### src/rtl/bcd_conv_scheduler_pkg.sv
// rtl/bcd_conv_scheduler_pkg.sv - shared widths, blank sentinels and FSM encoding
package bcd_conv_scheduler_pkg;

    localparam int BIN_W = 16;
    localparam int BCD_W = 20;

    localparam logic [15:0] BLANK_BIN = 16'hFFFF;
    localparam logic [19:0] BLANK_BCD = 20'hFFFFF;

    typedef enum logic [1:0] {
        IDLE    = 2'd0,
        CONVERT = 2'd1,
        CAPTURE = 2'd2
    } state_t;

endpackage

### src/rtl/bcd_conv_scheduler_arbiter.sv
// rtl/bcd_conv_scheduler_arbiter.sv - combinational round-robin grant from an eligible mask
module bcd_rr_arbiter #(
    parameter int N_CH  = 4,
    parameter int IDX_W = $clog2(N_CH)
) (
    input  logic [N_CH-1:0]  i_eligible,
    input  logic [IDX_W-1:0] i_rr_ptr,
    output logic [N_CH-1:0]  o_gnt,
    output logic [IDX_W-1:0] o_gnt_idx,
    output logic             o_gnt_valid
);

    function automatic int wrap_add(input int base, input int ofs);
        int s;
        s = base + ofs;
        if (s >= N_CH) s = s - N_CH;
        return s;
    endfunction

    // First eligible channel scanning upward from the pointer, wrapping at N_CH.
    always_comb begin
        o_gnt       = '0;
        o_gnt_idx   = '0;
        o_gnt_valid = 1'b0;
        for (int k = 0; k < N_CH; k++) begin
            if (!o_gnt_valid && i_eligible[wrap_add(int'(i_rr_ptr), k)]) begin
                o_gnt_valid                         = 1'b1;
                o_gnt[wrap_add(int'(i_rr_ptr), k)]  = 1'b1;
                o_gnt_idx                           = IDX_W'(wrap_add(int'(i_rr_ptr), k));
            end
        end
    end

endmodule

### src/rtl/bcd_conv_scheduler.sv
// rtl/bcd_conv_scheduler.sv - time-shares one external binary-to-BCD converter among N_CH requesters
module bcd_conv_scheduler
    import bcd_conv_scheduler_pkg::*;
#(
    parameter int N_CH   = 4,
    parameter int BIN_W  = bcd_conv_scheduler_pkg::BIN_W,
    parameter int BCD_W  = bcd_conv_scheduler_pkg::BCD_W,
    parameter int SETTLE = 1
) (
    input  logic                  clk,
    input  logic                  reset,
    input  logic [N_CH-1:0]       req,
    input  logic [N_CH*BIN_W-1:0] bin_in,
    output logic [N_CH-1:0]       ack,
    output logic [N_CH*BCD_W-1:0] bcd_out,
    output logic [N_CH-1:0]       valid,
    output logic [BIN_W-1:0]      conv_bin,
    input  logic [BCD_W-1:0]      conv_bcd,
    output logic                  busy
);

    localparam int          IDX_W       = $clog2(N_CH);
    localparam logic [2:0]  SETTLE_INIT = 3'(SETTLE - 1);

    state_t                 r_state;
    logic [IDX_W-1:0]       r_rr_ptr;
    logic [IDX_W-1:0]       r_gnt_idx;
    logic [N_CH-1:0]        r_gnt_oh;
    logic [2:0]             r_settle_cnt;
    logic                   r_blank;
    logic [N_CH-1:0]        r_ack;
    logic [N_CH-1:0]        r_valid;
    logic [N_CH*BCD_W-1:0]  r_bcd;
    logic [BIN_W-1:0]       r_conv_bin;
    logic                   r_busy;

    logic [N_CH-1:0]        w_eligible;
    logic [N_CH-1:0]        w_gnt;
    logic [IDX_W-1:0]       w_gnt_idx;
    logic                   w_gnt_valid;
    logic [BIN_W-1:0]       w_sel_bin;

    assign w_eligible = req & ~r_ack;
    assign w_sel_bin  = bin_in[w_gnt_idx*BIN_W +: BIN_W];

    bcd_rr_arbiter #(
        .N_CH  (N_CH),
        .IDX_W (IDX_W)
    ) u_arb (
        .i_eligible  (w_eligible),
        .i_rr_ptr    (r_rr_ptr),
        .o_gnt       (w_gnt),
        .o_gnt_idx   (w_gnt_idx),
        .o_gnt_valid (w_gnt_valid)
    );

    always_ff @(posedge clk or posedge reset) begin
        if (reset) begin
            r_state      <= IDLE;
            r_rr_ptr     <= '0;
            r_gnt_idx    <= '0;
            r_gnt_oh     <= '0;
            r_settle_cnt <= '0;
            r_blank      <= 1'b0;
            r_ack        <= '0;
            r_valid      <= '0;
            r_bcd        <= {N_CH{BLANK_BCD}};
            r_conv_bin   <= BLANK_BIN;
            r_busy       <= 1'b0;
        end else begin
            r_ack <= '0;
            case (r_state)
                IDLE: begin
                    // The ack cycle is a recovery slot, giving SETTLE+3 cycles per conversion.
                    if (w_gnt_valid && (r_ack == '0)) begin
                        r_gnt_idx  <= w_gnt_idx;
                        r_gnt_oh   <= w_gnt;
                        r_conv_bin <= w_sel_bin;
                        r_busy     <= 1'b1;
                        if (w_sel_bin == BLANK_BIN) begin
                            r_blank <= 1'b1;
                            r_state <= CAPTURE;
                        end else begin
                            r_blank      <= 1'b0;
                            r_settle_cnt <= SETTLE_INIT;
                            r_state      <= CONVERT;
                        end
                    end
                end
                CONVERT: begin
                    if (r_settle_cnt == 3'd0) begin
                        r_state <= CAPTURE;
                    end else begin
                        r_settle_cnt <= r_settle_cnt - 3'd1;
                    end
                end
                CAPTURE: begin
                    r_bcd[r_gnt_idx*BCD_W +: BCD_W] <= r_blank ? BLANK_BCD : conv_bcd;
                    r_valid  <= r_valid | r_gnt_oh;
                    r_ack    <= r_gnt_oh;
                    r_rr_ptr <= (r_gnt_idx == IDX_W'(N_CH - 1)) ? '0 : r_gnt_idx + 1'b1;
                    r_busy   <= 1'b0;
                    r_state  <= IDLE;
                end
                default: begin
                    r_busy  <= 1'b0;
                    r_state <= IDLE;
                end
            endcase
        end
    end

    assign ack      = r_ack;
    assign bcd_out  = r_bcd;
    assign valid    = r_valid;
    assign conv_bin = r_conv_bin;
    assign busy     = r_busy;

endmodule

### config.mk
export PLATFORM = sky130hd
export DESIGN_NAME = bcd_conv_scheduler
export DESIGN_NICKNAME = d
export VERILOG_FILES = /design/src/rtl/bcd_conv_scheduler_pkg.sv /design/src/rtl/bcd_conv_scheduler_arbiter.sv /design/src/rtl/bcd_conv_scheduler.sv
export SDC_FILE = /design/constraint.sdc
export NUM_CORES = 1
export LEC_CHECK = 0
export BUFFER_PORTS_ARGS = -buffer_cell sky130_fd_sc_hd__buf_2
export CAP_MARGIN = 40
export CORE_ASPECT_RATIO = 1.1
export CORE_UTILIZATION = 48
export CTS_CLUSTER_SIZE = 12
export DETAILED_ROUTE_END_ITERATION = 8
export PLACE_DENSITY = 0.77
export SKIP_CTS_REPAIR_TIMING = 1
export SYNTH_ARGS = -nofsm -noshare
export SYNTH_HDL_FRONTEND = slang
export SYNTH_SLANG_ARGS = --single-unit
### constraint.sdc
create_clock -name clk -period 3.9 [get_ports clk]
set_input_delay 0.195 -clock clk [delete_from_list [all_inputs] [get_ports clk]]
set_output_delay 0.195 -clock clk [all_outputs]
set_load 0.02 [all_outputs]
==> After elaboration in Yosys (flattened, before gate mapping) <==
Cells that the tools add are included.
{ "word_totals": {"reg_bits": 119, "input_bits": 90, "elab_cells": 130} }
{ "op_classes": {"addsub": 10, "mul": 1, "order_cmp": 16, "n_eq_ne": 8, "shift": 3, "n_mux": 55, "n_bitwise": 7, "n_reduce_logical": 19} }
{ "ops": {"columns": ["cell", "n"], "rows": [
  ["32-bit by 4-bit < comparator with 1-bit output, second input constant", 8],
  ["32-bit two-way mux", 8],
  ["32-bit by 1-bit greater-or-equal comparator with 1-bit output, second input constant", 4],
  ["32-bit by 4-bit greater-or-equal comparator with 1-bit output, second input constant", 3],
  ["32-bit by 4-bit subtractor with 32-bit output, second input constant", 3],
  ["80-bit bitwise mux", 1],
  ["20-bit by 34-bit variable shift with 80-bit output, first input constant", 1],
  ["20-bit by 34-bit indexed part select with 80-bit output", 1],
  ["64-bit by 7-bit indexed part select with 16-bit output", 1],
  ["7-bit negator with 34-bit output", 1],
  ["20-bit two-way mux", 1],
  ["4-bit two-way mux", 5],
  ["1-bit two-way mux", 18],
  ["16-bit equality test, second input constant", 1],
  ["2-bit two-way mux", 8],
  ["4-bit bitwise OR", 4],
  ["3-bit two-way mux", 3],
  ["1-bit binary-select mux with 2-bit select", 4],
  ["1-bit demux with 2-bit select", 4],
  ["1-bit logical AND", 8],
  ["2-bit inequality test, second input constant", 4],
  ["2-bit by 2-bit adder with 3-bit output, second input constant", 2],
  ["3-bit case mux with 2 select lines", 1],
  ["2-bit AND reduction", 3],
  ["19 further kinds", 22]
]} }

==> Longest topological paths before layout <==
Gate-level depths: netlist of the first run.
{ "logic_depth": {"word_depth": 21, "mapped_depth": 16, "mapped_depth_nobuf": 11} }

==> Cells and area by module <==
Synthesis of the first run repeated with hierarchy kept, for this count alone.
{ "unflattened": {"hier_cells": 664, "area_unflattened_um2": 6626.4} }
{ "modules_own_cells": {"columns": ["mod", "n_inst", "cells_per_inst", "area_each_um2", "seq_area_each_um2"], "rows": [
  ["bcd_conv_scheduler", 1, 616, 6169.7, 3098.0],
  ["bcd_rr_arbiter", 1, 48, 456.7, 0.0]
]} }

==> Worst setup path after synthesis of the first run <==
OpenSTA, ideal clock, no wires.
{ "synth_timing": {"path_type": "register to register", "startpoint": "register r_rr_ptr[0]", "endpoint": "register r_state[0]", "setup_ps": 124, "t_arrival_ps": 3712, "required_ps": 3776, "setup_slack_ps": 64, "stages_incl_launch_ff": 15, "n_path_buf": 4, "period_less_slack_ps": 3836, "cell_sequence": "dfrtp_1 -> clkbuf_1 -> inv_1 -> clkbuf_1 -> clkbuf_1 -> ha_1 -> clkbuf_1 -> mux4_2 -> or2_4 -> mux2_4 -> a2111oi_2 -> a31oi_1 -> nor3_2 -> a21oi_1 -> or2_1"} }
{ "synth_between": {"elab_chain_len": 20, "elab_cells_between_ends": 49, "classes_between": "add/sub: 7; order compare: 4; eq/ne: 2; shift: 1; mux: 27; reduce/logical: 8"} }
{ "synth_rtl": {"columns": ["item", "line", "text"], "rows": [
  ["start: declaration", "bcd_conv_scheduler.sv:26", "logic [IDX_W-1:0] r_rr_ptr;"],
  ["start signal: assignment", "bcd_conv_scheduler.sv:101", "r_rr_ptr <= (r_gnt_idx == IDX_W'(N_CH - 1)) ? '0 : r_gnt_idx + 1'b1;"],
  ["parallel branches: the longest is 20 deep, another holds 32-bit by 4-bit subtractor with 32-bit output", null, null],
  ["end signal: assignment", "bcd_conv_scheduler.sv:82", "r_state <= CAPTURE;"],
  ["end signal: assignment", "bcd_conv_scheduler.sv:86", "r_state <= CONVERT;"],
  ["end signal: assignment", "bcd_conv_scheduler.sv:92", "r_state <= CAPTURE;"],
  ["end: declaration", "bcd_conv_scheduler.sv:25", "state_t r_state;"]
]} }
Several ways; the timed one is not identified. The select of a mux whose other input is x is not followed.
A chain may end at the register's enable or synchronous reset.

==> Final worst setup path of the first run <==
{ "layout_timing": {"startpoint": "register r_rr_ptr[1]", "endpoint": "register r_state[0]"} }
The elaborated chain is that of the path after synthesis.

==> metrics.yaml, run 1 <==
synth:
  synth_ff_type: "dfstp_2"
  yosysUniqueCellTypes: 62
  synth.most_common_cell: "nand2_1"
  synth_top_area_cell: "dfstp_2"
  synth_cells: 816
  syn-cell-area_sq_um: 7150
  async_flop_share_pct: 100
  yosysWarnings: 0
  synth-edff-count: 0
  avgSynthCellArea_sq_um: 8.77
  synth_top_area_share_pct: 35.3
  ys_ff_latch: 119
  synth_common_cells: "nand2_1 (148), dfstp_2 (96), o21ai_0 (77), nor2_1 (54), nand3_1 (43)"
  netlist_top_cells_area: "dfstp_2 (35%), dfrtp_1 (8.0%), nand2_1 (7.8%)"
  syn_nets: 922
  ys_seq_area_share_pct: 43.3
sta:
  slew_viol_final: 0
  fmax_mhz: 283
  slew_headroom_pct: 39.7
  setup_slack_ps: 368
  skew_ps: 8.37
  min_period_ps: 3530
  tightest_slew_ps: 900
  finalSetupTns_ps: 0
  hold_viol_final: 0
  rsz0062_at_grt: "no"
  fin_crit_sh_pct: 90.6
  setup_viol: 0
routing:
  wire_per_inst_um: 18.3
  drtPass1Iterations: 7
  postRouteWirelength_um: 21900
  viasPerCell: 5.93
  drt_iter0_drc: 610
  drt.antenna.violating_nets: 0
  vias: 7114
  drc: 0
run:
  drv_cap: 0
pwr:
  p_per_area_nw_per_um2: 978
  irDropWorstVdd_uv: 367
  power_leakage_nw: 3.98
  p_total_mw: 8.75
die:
  die_x_um: 118
  row_count: 46
  die_h_um: 130
  num_io_pins: 195
  core_sq_um: 14500
  dieArea_sq_um: 15400
  start_util_pct: 49.3
place:
  pre_cts_ws_ps: 448
  dp_hpwl_um: 16100
  gp_congestion: 0.952
  io_buffer_count: 194
cells_and_area:
  fill_cells: 1344
  final-seq-area_sq_um: 3100
  area_delta_synth_final_pct: 25.1
  nNetsFinal: 1099
  drive_gt1_share_pct: 37.0
  multiInputGateArea_sq_um: 3780
worst_hold_path:
  hp-class: "primary input to flop"
setup_path:
  end_kind: "flop"
  crit_path_cell_trace: "inv_1, ha_1, mux4_2, or2_4, mux2_4, a2111oi_2, a31oi_1, nor3_2, a21oi_1, or2_1"
  crit_type: "flop to flop"
  crit_slowest_cell: "ha_1"
  arrival_ps: 3830
  crit_required_ps: 4200
  path_max_fanout: 21
  critPathLaunchType: "flop"
  critPathMaxStageDelay_ps: 520
grt:
  grt_pass1_vias: 6650
  grt_pass1_wl_um: 34600
  grt_usage_pct: 28.9
  antenna_found_initial: 3
  gr-total-overflow: 0
  grt_max_degree: 53
clock_network:
  root_buffer: "clkbuf_16"
  cts_tree: "done"
  clock_sinks: 119
  cts_buffer_depth: 2
  numCtsBuffers: 17
  clk_pin_slew_worst_paths_ps: 60
  h-tree-depth: 4
  clk_latency_ps: 420
run_status:
  outcome: "finished, final reports clean"
-- area by class of cell --
class	count	share of cell area [%]
antenna	2	0.0559
timing repair buffer	215	13.2
multi-input combinational	628	42.2
inverter	12	0.531
clock inverter	14	1.93
tap	192	2.68
clock buffer	18	4.79
sequential	119	34.6
-- sequential cells by signal, summed over array words and instances (netlist names) --
register and count:
bcd_out 80, conv_bin 16, ack 4, r_gnt_oh 4, valid 4, r_settle_cnt 3, r_gnt_idx 2, r_rr_ptr 2
r_state 2, busy 1, r_blank 1
-- critical path, delay by kind of cell, from the launching register on --
family,cells,cell delay [ps]
flops,1,510
simple gates,3,770
buf+inv,1,200
compound gates,3,620
fa+ha+maj,1,520
mux,2,770
-- per-stage QoR --
| stage | instance area (sq um) | cells | utilization [%] | hold WS (ps) |
|---|---|---|---|---|
| global route | 8950 | 1198 | 61.7 | 120 |
| global placement | 8260 | 1162 | 57.0 | 448 |
| floorplan | 7150 | 816 | - | 401 |
| CTS | 8940 | 1197 | 61.6 | -216 |
| detailed placement | 8330 | 1165 | 57.5 | 235 |
| finish | 8950 | 1200 | 61.7 | 99.5 |
-- path summary, 6_finish.rpt --
check	from	to	slack (ps)	cells past startpoint
max	r_rr_ptr[1]$_DFFE_PP0P_	r_state[0]$_DFFE_PP0P_	370	10
min	bin_in[21]	conv_bin[5]$_DFFE_PP1P_	100	5
max reg2reg	r_rr_ptr[1]$_DFFE_PP0P_	r_state[0]$_DFFE_PP0P_	370	10
min reg2reg	conv_bin[5]$_DFFE_PP1P_	conv_bin[5]$_DFFE_PP1P_	460	2
max in group asynchronous	reset	bcd_out[8]$_DFFE_PP1P_	2740	4
min in group asynchronous	reset	valid[0]$_DFFE_PP0P_	340	3
-- cell families (layout without fill, tap and decap cells) --
group / Yosys count / after routing / share of synthesized area [%]
DFF: 119 / 119 / 43.3
and+or+nand+nor: 345 / 345 / 22.5
muxes: 25 / 25 / 4.09
AOI/OAI and AO/OA: 241 / 241 / 23.3
other: 0 / 2 / 0
buffers and inverters: 69 / 259 / 3.85
xor gates and xnor gates: 1 / 1 / 0.122
adders and majority gates: 16 / 16 / 2.80
-- layer usage --
layer / up-vias / track usage, % / share of wire, %
met5: - / 0 / 0.046
met4: 2 / 14.9 / 3.4
met3: 51 / 6.08 / 7.8
met2: 384 / 49.2 / 50
met1: 3337 / 34.9 / 39
li1: 3340 / - / -
-- layout by cell type (no fill, tap or decap), types with 14 or more instances in the layout --
| master | netlist | layout |
|---|---|---|
| nand2_1 | 148 | 148 |
| a22oi_1 | 16 | 16 |
| a22o_1 | 36 | 36 |
| nand3_1 | 43 | 43 |
| o21ai_0 | 77 | 77 |
| nor3_1 | 17 | 17 |
| nor2_1 | 54 | 54 |
| o221ai_1 | 14 | 14 |
| buf_2 | 7 | 194 |
| clkbuf_16 | 0 | 17 |
| dfrtp_1 | 23 | 23 |
| ha_1 | 16 | 16 |
| nor2b_1 | 24 | 24 |
| dfstp_2 | 96 | 96 |
| buf_4 | 0 | 17 |
| a211oi_1 | 17 | 17 |
-- power breakdown --
| group | internal (mW) | switching [mW] |
|---|---|---|
| registers | 2.04 | 0.315 |
| logic | 1.68 | 3.13 |
| clock network | 1.01 | 0.586 |
| total | 4.72 | 4.03 |
Power figures use the tool's default switching activity.
==> run 2: changes to the inputs <==
--- a/config.mk
+++ b/config.mk
@@ -8,10 +8,11 @@
 export BUFFER_PORTS_ARGS = -buffer_cell sky130_fd_sc_hd__buf_2
 export CAP_MARGIN = 40
 export CORE_ASPECT_RATIO = 1.1
-export CORE_UTILIZATION = 48
+export CORE_MARGIN = 3
+export CORE_UTILIZATION = 53
 export CTS_CLUSTER_SIZE = 12
 export DETAILED_ROUTE_END_ITERATION = 8
-export PLACE_DENSITY = 0.77
+export PLACE_DENSITY = 0.81
 export SKIP_CTS_REPAIR_TIMING = 1
 export SYNTH_ARGS = -nofsm -noshare
 export SYNTH_HDL_FRONTEND = slang
==> constraint.sdc (replaced) <==
create_clock -name clk -period 4 [get_ports clk]
set_input_delay 0.2 -clock clk [delete_from_list [all_inputs] [get_ports clk]]
set_output_delay 0.2 -clock clk [all_outputs]
set_load 0.02 [all_outputs]
==> run 2 against run 1 <==
  * Sequential share of layout area increased by 0.35 points
  * Sequential power fell by 3%
  * Maximum frequency up 1.3%
  * Via count is 0.21% lower
  * Combinational power fell by 2%
  * Flip-flop and latch count unchanged
  * Critical path depth did not move
  * Power is 3.7% lower
==> metrics.yaml, run 2 (synthesized netlist as in run 1, its figures left out) <==
run_status:
  outcome: "finished, final reports clean"  # unchanged
pwr:
  p_per_area_nw_per_um2: 952  # was 978 nW/um^2
  p_total_mw: 8.43  # was 8.75 mW
  irDropWorstVdd_uv: 392  # was 367 uV
  power_leakage_nw: 3.96  # was 3.98 nW
place:
  io_buffer_count: 194  # unchanged
  gp_congestion: 1.01  # was 0.952
  dp_hpwl_um: 16600  # was 16100 um
  placed_area_sq_um: 8280  # was 8330 sq um
  numPlacedInstances: 1129  # was 1165
cells_and_area:
  final-seq-area_sq_um: 3100  # unchanged
  nNetsFinal: 1098  # was 1099
  final_common_cell: "buf_2"  # unchanged
  layout_common_cells: "buf_2 (194), nand2_1 (148), dfstp_2 (96)"  # unchanged
  fin_cells: 1164  # was 1200
  drive_gt1_share_pct: 37.0  # about the same
  fill_cells: 1083  # was 1344
  design_area_sq_um: 8860  # was 8950 sq um
  area_delta_synth_final_pct: 23.9  # was 25.1%
  largest_reg_flops: 80  # unchanged
  multiInputGateArea_sq_um: 3780  # unchanged
run:
  drv_cap: 0  # unchanged
grt:
  gr-total-overflow: 0  # unchanged
  grt_pass1_vias: 6760  # was 6650
  grtUsageMet1_pct: 36.8  # was 34.9%
  gr-max-usage-layer: "met2"  # unchanged
  grt_usage_pct: 29.3  # was 28.9%
  grt_pass1_wl_um: 34500  # was 34600 um
  antenna_found_initial: 3  # unchanged
  grt_max_degree: 47  # was 53
  met2_usage_pct: 49.2  # about the same
  use_met3_pct: 5.24  # was 6.08%
setup_path:
  crit_slowest_cell: "dfrtp_1"  # was ha_1
  critPathMaxStageDelay_ps: 520  # about the same
  crit_path_cell_trace: "inv_1, ha_1, mux4_2, or2_4, mux2_4, a2111oi_2, a31oi_1, nor3_2, a21oi_1, or2_1"  # unchanged
  arrival_ps: 3780  # was 3830 ps
  crit_required_ps: 4300  # was 4200 ps
  end_kind: "flop"  # unchanged
  crit_buf_inv: 1  # unchanged
  critPathLaunchType: "flop"  # unchanged
  crit_type: "flop to flop"  # unchanged
  path_max_fanout: 21  # unchanged
  critical-path-top-delay-family: "simple AND/OR/NAND/NOR gates"  # was multiplexers
routing:
  drt_iter0_drc: 667  # was 610
  viasPerCell: 6.10  # was 5.93
  drt.antenna.violating_nets: 0  # unchanged
  postRouteWirelength_um: 21800  # was 21900 um
  wire_per_inst_um: 18.8  # was 18.3 um
  drtPass1Iterations: 5  # was 7
  drc: 0  # unchanged
  vias: 7099  # was 7114
sta:
  tightest_slew_ps: 922  # was 900 ps
  min_period_ps: 3490  # was 3530 ps
  setup_viol: 0  # unchanged
  rsz0062_at_grt: "no"  # unchanged
  fin_crit_sh_pct: 87.2  # was 90.6%
  finalSetupTns_ps: 0  # unchanged
  slew_headroom_pct: 38.1  # was 39.7%
  hold_viol_final: 0  # unchanged
  fmax_mhz: 287  # was 283 MHz
  skew_ps: 7.40  # was 8.37 ps
  slew_viol_final: 0  # unchanged
clock_network:
  h-tree-depth: 4  # unchanged
  clk_latency_ps: 410  # was 420 ps
  clk_pin_slew_worst_paths_ps: 60  # about the same
  clock_sinks: 119  # unchanged
  root_buffer: "clkbuf_16"  # unchanged
  cts_tree: "done"  # unchanged
  numCtsBuffers: 17  # unchanged
  cts_buffer_depth: 2  # unchanged
die:
  row_count: 43  # was 46
  die_h_um: 128  # was 130 um
  core_sq_um: 12900  # was 14500 sq um
  dieArea_sq_um: 14900  # was 15400 sq um
  start_util_pct: 55.4  # was 49.3%
  die_x_um: 117  # was 118 um
  num_io_pins: 195  # unchanged
worst_hold_path:
  hp-class: "primary input to flop"  # unchanged
==> run 2: path summary, 6_finish.rpt <==
check / from / to / slack, ps / depth (start not counted)
setup / recovery: r_rr_ptr[1]$_DFFE_PP0P_ / r_state[0]$_DFFE_PP0P_ / 510 / 10
hold / removal: bin_in[15] / conv_bin[15]$_DFFE_PP1P_ / 120 / 5
setup reg to reg: r_rr_ptr[1]$_DFFE_PP0P_ / r_state[0]$_DFFE_PP0P_ / 510 / 10
hold reg to reg: conv_bin[1]$_DFFE_PP1P_ / conv_bin[1]$_DFFE_PP1P_ / 460 / 2
max in group asynchronous: reset / bcd_out[16]$_DFFE_PP1P_ / 2760 / 4
min in group asynchronous: reset / valid[2]$_DFFE_PP0P_ / 340 / 3
==> run 2: layout make-up <==
| class | count | area share [%] |
|---|---|---|
| antenna | 2 | 0.0565 |
| clock buffer | 17 | 4.80 |
| clock inverter | 15 | 1.64 |
| inverter | 12 | 0.537 |
| multi-input combinational | 628 | 42.7 |
| sequential | 119 | 35.0 |
| tap | 157 | 2.22 |
| timing repair buffer | 214 | 13.1 |
==> run 2: metal layers <==
metal	part of all wire (%)	wire (um)	up-vias
li1	-	-	3348
met2	50	10900	366
met4	3.6	794	2
met5	0.060	13	-
met3	6.9	1520	55
met1	39	8610	3328
==> run 2: tightest hold or removal path: stages <==
cell     delay [ps]
buf_2           100
nand2_1          50
nand3_1          70
nand2_1          60
o21ai_1          50
==> run 2: power breakdown <==
| part | total (mW) | internal, mW | switching [mW] |
|---|---|---|---|
| clock | 1.45 | 0.868 | 0.587 |
| sequential | 2.28 | 1.99 | 0.296 |
| combinational | 4.70 | 1.63 | 3.06 |
| total | 8.43 | 4.49 | 3.95 |
==> run 2: per-stage QoR <==
step	hold WS (ps)	setup slack [ps]	util (%)
2_1_floorplan	406	164	-
3_3_place_gp	241	588	63.7
3_5_place_dp	246	553	64.1
4_1_cts	-189	539	68.5
5_1_grt	144	225	68.6
6_report	123	513	68.6
